`config.mk`:
```
export PLATFORM = sky130hd
export DESIGN_NAME = sbm_digitized_hs
export DESIGN_NICKNAME = d
export VERILOG_FILES = /design/src/rtl/sbm_pkg.sv /design/src/rtl/sbm_digit_unit.sv /design/src/rtl/sbm_digitized_hs.sv
export SDC_FILE = /design/constraint.sdc
export NUM_CORES = 2
export LEC_CHECK = 0
export CAP_MARGIN = 20
export CORE_ASPECT_RATIO = 0.9
export CORE_MARGIN = 4
export CORE_UTILIZATION = 40
export DETAILED_ROUTE_END_ITERATION = 6
export MAX_ROUTING_LAYER = met4
export PLACE_DENSITY = 0.6
export SLEW_MARGIN = 20
export SYNTH_ARGS = -nofsm -noshare
export SYNTH_HDL_FRONTEND = slang
export SYNTH_SLANG_ARGS = --single-unit
export TNS_END_PERCENT = 50
```
`constraint.sdc`:
```
create_clock -name clk -period 7.45 [get_ports clk]
set_input_delay 0.745 -clock clk [delete_from_list [all_inputs] [get_ports clk]]
set_output_delay 0.745 -clock clk [all_outputs]
set_load 0.02 [all_outputs]
```
`src/rtl/sbm_pkg.sv`:
```
// Shared state encoding and sizing helpers for the digit-serial multiplier family.
package sbm_pkg;

    typedef enum logic [1:0] {
        IDLE = 2'd0,
        MUL  = 2'd1,
        ACC  = 2'd2,
        DONE = 2'd3
    } state_t;

    function automatic int ndig(input int sizeb, input int digit);
        return (sizeb + digit - 1) / digit;
    endfunction

    // Width of a counter that must hold values 0..n-1, never narrower than one bit.
    function automatic int cnt_w(input int n);
        return (n > 1) ? $clog2(n) : 1;
    endfunction

endpackage

```
`src/rtl/sbm_digit_unit.sv`:
```
// Bit-serial a * digit: one bit of the digit per cycle while start is held.
// Latency: DIGIT cycles per digit, done is high during the last of them.
// Backpressure: none; the controller simply drops start to pause the unit.
module sbm_digit_unit
    import sbm_pkg::*;
#(
    parameter int SIZEA = 64,
    parameter int DIGIT = 4
) (
    input  logic                   clk,
    input  logic                   rst,
    input  logic                   clr,
    input  logic                   start,
    input  logic [SIZEA-1:0]       a,
    input  logic [DIGIT-1:0]       digit,
    output logic [SIZEA+DIGIT-1:0] pp,
    output logic                   done
);

    localparam int JW = cnt_w(DIGIT);
    localparam int PW = SIZEA + DIGIT;

    logic [JW-1:0] j;
    logic [PW-1:0] a_ext;

    assign a_ext = PW'(a);
    assign done  = start && (j == JW'(DIGIT - 1));

    // pp never exceeds a * (2^DIGIT - 1), so PW bits cannot overflow.
    always_ff @(posedge clk or negedge rst) begin
        if (!rst) begin
            j  <= '0;
            pp <= '0;
        end else if (clr) begin
            j  <= '0;
            pp <= '0;
        end else if (start) begin
            if (digit[j]) begin
                pp <= pp + (a_ext << j);
            end
            j <= done ? '0 : j + JW'(1);
        end
    end

endmodule

```
`src/rtl/sbm_digitized_hs.sv`:
```
// Digit-serial shift-and-add multiplier c = a * b with valid/ready on both sides.
// Latency: NDIG*(DIGIT+1) edges from accept to out_valid (fewer with SKIP_ZERO).
// Backpressure: result held in DONE until out_ready; in_ready only while IDLE.
module sbm_digitized_hs
    import sbm_pkg::*;
#(
    parameter int SIZEA     = 64,
    parameter int SIZEB     = 64,
    parameter int DIGIT     = 4,
    parameter int SKIP_ZERO = 0
) (
    input  logic                   clk,
    input  logic                   rst,
    input  logic                   in_valid,
    output logic                   in_ready,
    input  logic [SIZEA-1:0]       a,
    input  logic [SIZEB-1:0]       b,
    output logic                   out_valid,
    input  logic                   out_ready,
    output logic [SIZEA+SIZEB-1:0] c,
    output logic                   busy
);

    localparam int NDIG = ndig(SIZEB, DIGIT);
    localparam int BPAD = NDIG * DIGIT;
    localparam int AW   = SIZEA + BPAD;
    localparam int CW   = SIZEA + SIZEB;
    localparam int KW   = cnt_w(NDIG);
    localparam int PW   = SIZEA + DIGIT;

    if (DIGIT < 1 || DIGIT > SIZEB) begin : g_bad_digit
        $error("sbm_digitized_hs: DIGIT must lie in 1..SIZEB");
    end

    state_t          state, state_nxt;
    logic [SIZEA-1:0] a_l;
    logic [BPAD-1:0]  b_l;
    logic [AW-1:0]    acc, acc_sum;
    logic [KW-1:0]    k;
    logic [PW-1:0]    pp;
    logic [DIGIT-1:0] cur_dig, nxt_dig, first_dig;
    logic             last, du_done;
    logic             accept, du_start, du_clr, acc_en;

    assign in_ready  = (state == IDLE);
    assign cur_dig   = DIGIT'(b_l >> (DIGIT * k));
    assign nxt_dig   = DIGIT'(b_l >> (DIGIT * (k + 1)));
    assign first_dig = DIGIT'(b);
    assign last      = (k == KW'(NDIG - 1));
    assign acc_sum   = acc + (AW'(pp) << (DIGIT * k));

    sbm_digit_unit #(
        .SIZEA (SIZEA),
        .DIGIT (DIGIT)
    ) u_digit (
        .clk   (clk),
        .rst   (rst),
        .clr   (du_clr),
        .start (du_start),
        .a     (a_l),
        .digit (cur_dig),
        .pp    (pp),
        .done  (du_done)
    );

    always_ff @(posedge clk or negedge rst) begin
        if (!rst) begin
            state <= IDLE;
        end else begin
            state <= state_nxt;
        end
    end

    // A zero digit with SKIP_ZERO goes straight to ACC; pp is already cleared there.
    always_comb begin
        state_nxt = state;
        accept    = 1'b0;
        du_start  = 1'b0;
        du_clr    = 1'b0;
        acc_en    = 1'b0;
        case (state)
            IDLE: begin
                if (in_valid) begin
                    accept    = 1'b1;
                    du_clr    = 1'b1;
                    state_nxt = (SKIP_ZERO != 0 && first_dig == '0) ? ACC : MUL;
                end
            end
            MUL: begin
                du_start = 1'b1;
                if (du_done) begin
                    state_nxt = ACC;
                end
            end
            ACC: begin
                acc_en = 1'b1;
                du_clr = 1'b1;
                if (last) begin
                    state_nxt = DONE;
                end else if (SKIP_ZERO != 0 && nxt_dig == '0) begin
                    state_nxt = ACC;
                end else begin
                    state_nxt = MUL;
                end
            end
            DONE: begin
                if (out_ready) begin
                    state_nxt = IDLE;
                end
            end
            default: state_nxt = IDLE;
        endcase
    end

    // The bits of acc above CW are always zero, so truncating into c is lossless.
    always_ff @(posedge clk or negedge rst) begin
        if (!rst) begin
            a_l       <= '0;
            b_l       <= '0;
            acc       <= '0;
            k         <= '0;
            c         <= '0;
            out_valid <= 1'b0;
            busy      <= 1'b0;
        end else begin
            busy <= (state_nxt != IDLE);
            if (accept) begin
                a_l <= a;
                b_l <= BPAD'(b);
                acc <= '0;
                k   <= '0;
            end
            if (acc_en) begin
                acc <= acc_sum;
                if (last) begin
                    c         <= CW'(acc_sum);
                    out_valid <= 1'b1;
                end else begin
                    k <= k + KW'(1);
                end
            end
            if (state == DONE && out_ready) begin
                out_valid <= 1'b0;
            end
        end
    end

endmodule

```
==> reports/metrics.csv <==
metric;value;unit
syn2layout_area_growth;14.9;%
dpl.hpwl;91600;µm
leakage;17.6;nW
grt_pass1_vias;29600;
cts_setup_buffers;0;
finalSetupTns;0;ps
syn_area;0.0343;mm²
power_frac_comb;0.581;
fin_hold_ws;99.4;ps
yosysSeqAreaShare;0.337;
switching_share;0.490;
p_int;8.39;mW
vdd_drop_max;0.000239;V
relSlewSlack;0.279;
die_w;317;µm
fin_worst_skew;35.7;ps
synth_seq_cells;462;
io_buffer_count;262;
maxCapViolations;0;
num-fill-cells;8291;
drc;2;
yosys_warnings;0;
synth_edf_count;0;
syn_nets;4442;
drive_gt1_frac;0.0706;
violations;DRC;
dr.pass1.iters;7;
grt_usage;0.265;
clockBufferDepth;3;
num_rows;101;
crit_path_start;k[0];
synthCells;4112;
sequentialPowerShare;0.251;
finalHoldViolCount;0;
path_clk_slew;60;ps
clock_sinks;462;
critPathMaxFanout;50;
drt-total-wl;119000;µm
min_period;6500;ps
finalSetupViolations;0;
status;complete, but fails checks;
synthFlopType;dfrtp_1;
drv_slew;0;
grt.overflow.total;0;
detail-route-antenna-nets;0;
synth_cell_type_count;81;
core_area;0.0847;mm²
placed_area;0.0376;mm²
powerDensity;417;mW/mm²
dr_total_vias;31100;
grt_max_degree;201;
start_util;0.405;
ios;263;
cts_tree;yes;
wl_per_cell;22.2;µm
rsz0062_at_grt;no;
hp-class;in2async;
async_flop_share;1.00;
vias_per_cell;5.80;
arrival;6990;ps
grt_pass1_wl;182000;µm
die_h;286;µm
gp_congestion;1.04;
timing.fmax;0.154;GHz
synth_area_per_cell;8.35;µm²
cts_root_buf;clkbuf_16;
crit_type;reg2reg;
cp-end-kind;register;
clockPowerShare;0.168;
cts_buffers;53;
antenna_found_initial;0;
cts_resized;0;
die_area;0.0906;mm²
hold_buffers;0;
cts_max_level;2;
cp.required;7940;ps
tightest_slew;1080;ps
period_share;0.872;
r2r_start;k[0];
power.switching;8.05;mW
first_iter_violations;2981;
insertion_delay;640;ps
nets;4510;
cp-start-kind;register;
fin_area;0.0394;mm²
synth_stat cells, types with 35 or more instances:
cell type  count  area share
ha_1         196       0.071
nor2_1       224       0.024
inv_1         68      0.0074
a21oi_1      336       0.049
xnor2_1      129       0.033
o21bai_1      55       0.012
mux2_2        35       0.011
mux4_2        99       0.065
nand4_1       81       0.015
nand2_1      846       0.093
nor2b_1       37      0.0067
a21o_1       132       0.029
clkbuf_1     234       0.026
o21ai_0      413       0.060
dfrtp_1      462        0.34
nand3_1      171       0.025
a22o_1        45       0.011
mux2i_1       86       0.025
xor2_1        62       0.016
sequential cells by signal (all words and copies together), names as in the netlist:
name        cells
acc           128
c             128
u_digit.pp     68
a_l            64
b_l            64
k               4
state           2
u_digit.j       2
busy            1
out_valid       1
stage by stage:
step / std cells / utilization / power [mW] / setup slack, ps
3_3_place_gp: 5258 / 0.444 / 13.5 / 1080
3_5_place_dp: 5258 / 0.444 / 13.5 / 1060
6_report: 5356 / 0.466 / 16.4 / 953
5_1_grt: 5355 / 0.466 / 17.5 / 637
4_1_cts: 5355 / 0.466 / 16.4 / 1020
2_1_floorplan: 4112 / - / 10.7 / 1810
worst max-delay path: stages, from the launching register on:
cell,delay [ps]
dfrtp_4,880
buf_4,580
mux2_2,410
o21ai_0,360
o21ai_0,240
nor2_1,150
a21oi_1,50
ha_1,470
nand4_2,180
or3_1,450
or2_1,290
a311oi_2,260
o31ai_2,140
a2111oi_4,530
o21ai_2,140
o21ai_2,290
a31oi_2,190
o21ai_2,180
a21oi_1,100
xnor2_1,150
mux2_2,280
cells by family after synthesis:
group	Yosys count	synth area share
flops	462	0.337
fa+ha+maj	198	0.0726
compound gates	1193	0.212
mux	220	0.102
simple gates	1504	0.190
buf+inv	344	0.0384
xor+xnor	191	0.0487
power by group through the flow:
stage	registers [mW]	logic, mW	clock network, mW
floorplan	3.64	7.04	0
global placement	4.14	9.38	0
detailed placement	4.15	9.38	0
CTS	4.11	9.41	2.82
global route	4.23	10.4	2.93
finish	4.12	9.56	2.76
cell type report:
cell class | count | area, µm² | area share
flip-flops and latches | 462 | 11600 | 0.294
well taps | 1133 | 1420 | 0.0359
repair buffers | 288 | 2890 | 0.0732
clock buffers | 69 | 1490 | 0.0378
diodes | 1 | 2.50 | 0.0000634
multi-input cells | 3306 | 21500 | 0.545
clock inverters | 28 | 330 | 0.00838
inverters | 69 | 259 | 0.00657
final timing paths:
| kind | end | slack, ps | depth (start not counted) |
|---|---|---|---|
| max | c[124] | 950 | 20 |
| min | c[32] | 100 | 1 |
| max reg2reg | c[124] | 950 | 20 |
| min reg2reg | b_l[62] | 470 | 2 |
| max in group asynchronous | a_l[34] | 5470 | 3 |
| min in group clk | b_l[62] | 470 | 2 |
cells in the final DEF (no fill, tap or decap), drive strengths merged, types with 82 or more instances in the layout:
cell type      count
mux4              99
ha               196
mux2i             86
nand2            847
nor2             224
dfrtp            462
clkdlybuf4s50    261
o21ai            426
xnor2            129
a21oi            338
nand4             82
a21o             132
nand3            171
per-layer routing:
layer | vias to the layer above | routed length (µm) | GRT usage
met3 | 143 | 7330 | 0.0335
met4 | 0 | 2400 | 0.0525
met2 | 986 | 52300 | 0.394
met5 | - | 0 | -
li1 | 14900 | - | -
met1 | 15000 | 56700 | 0.389
(Power assumes the default switching activity.)
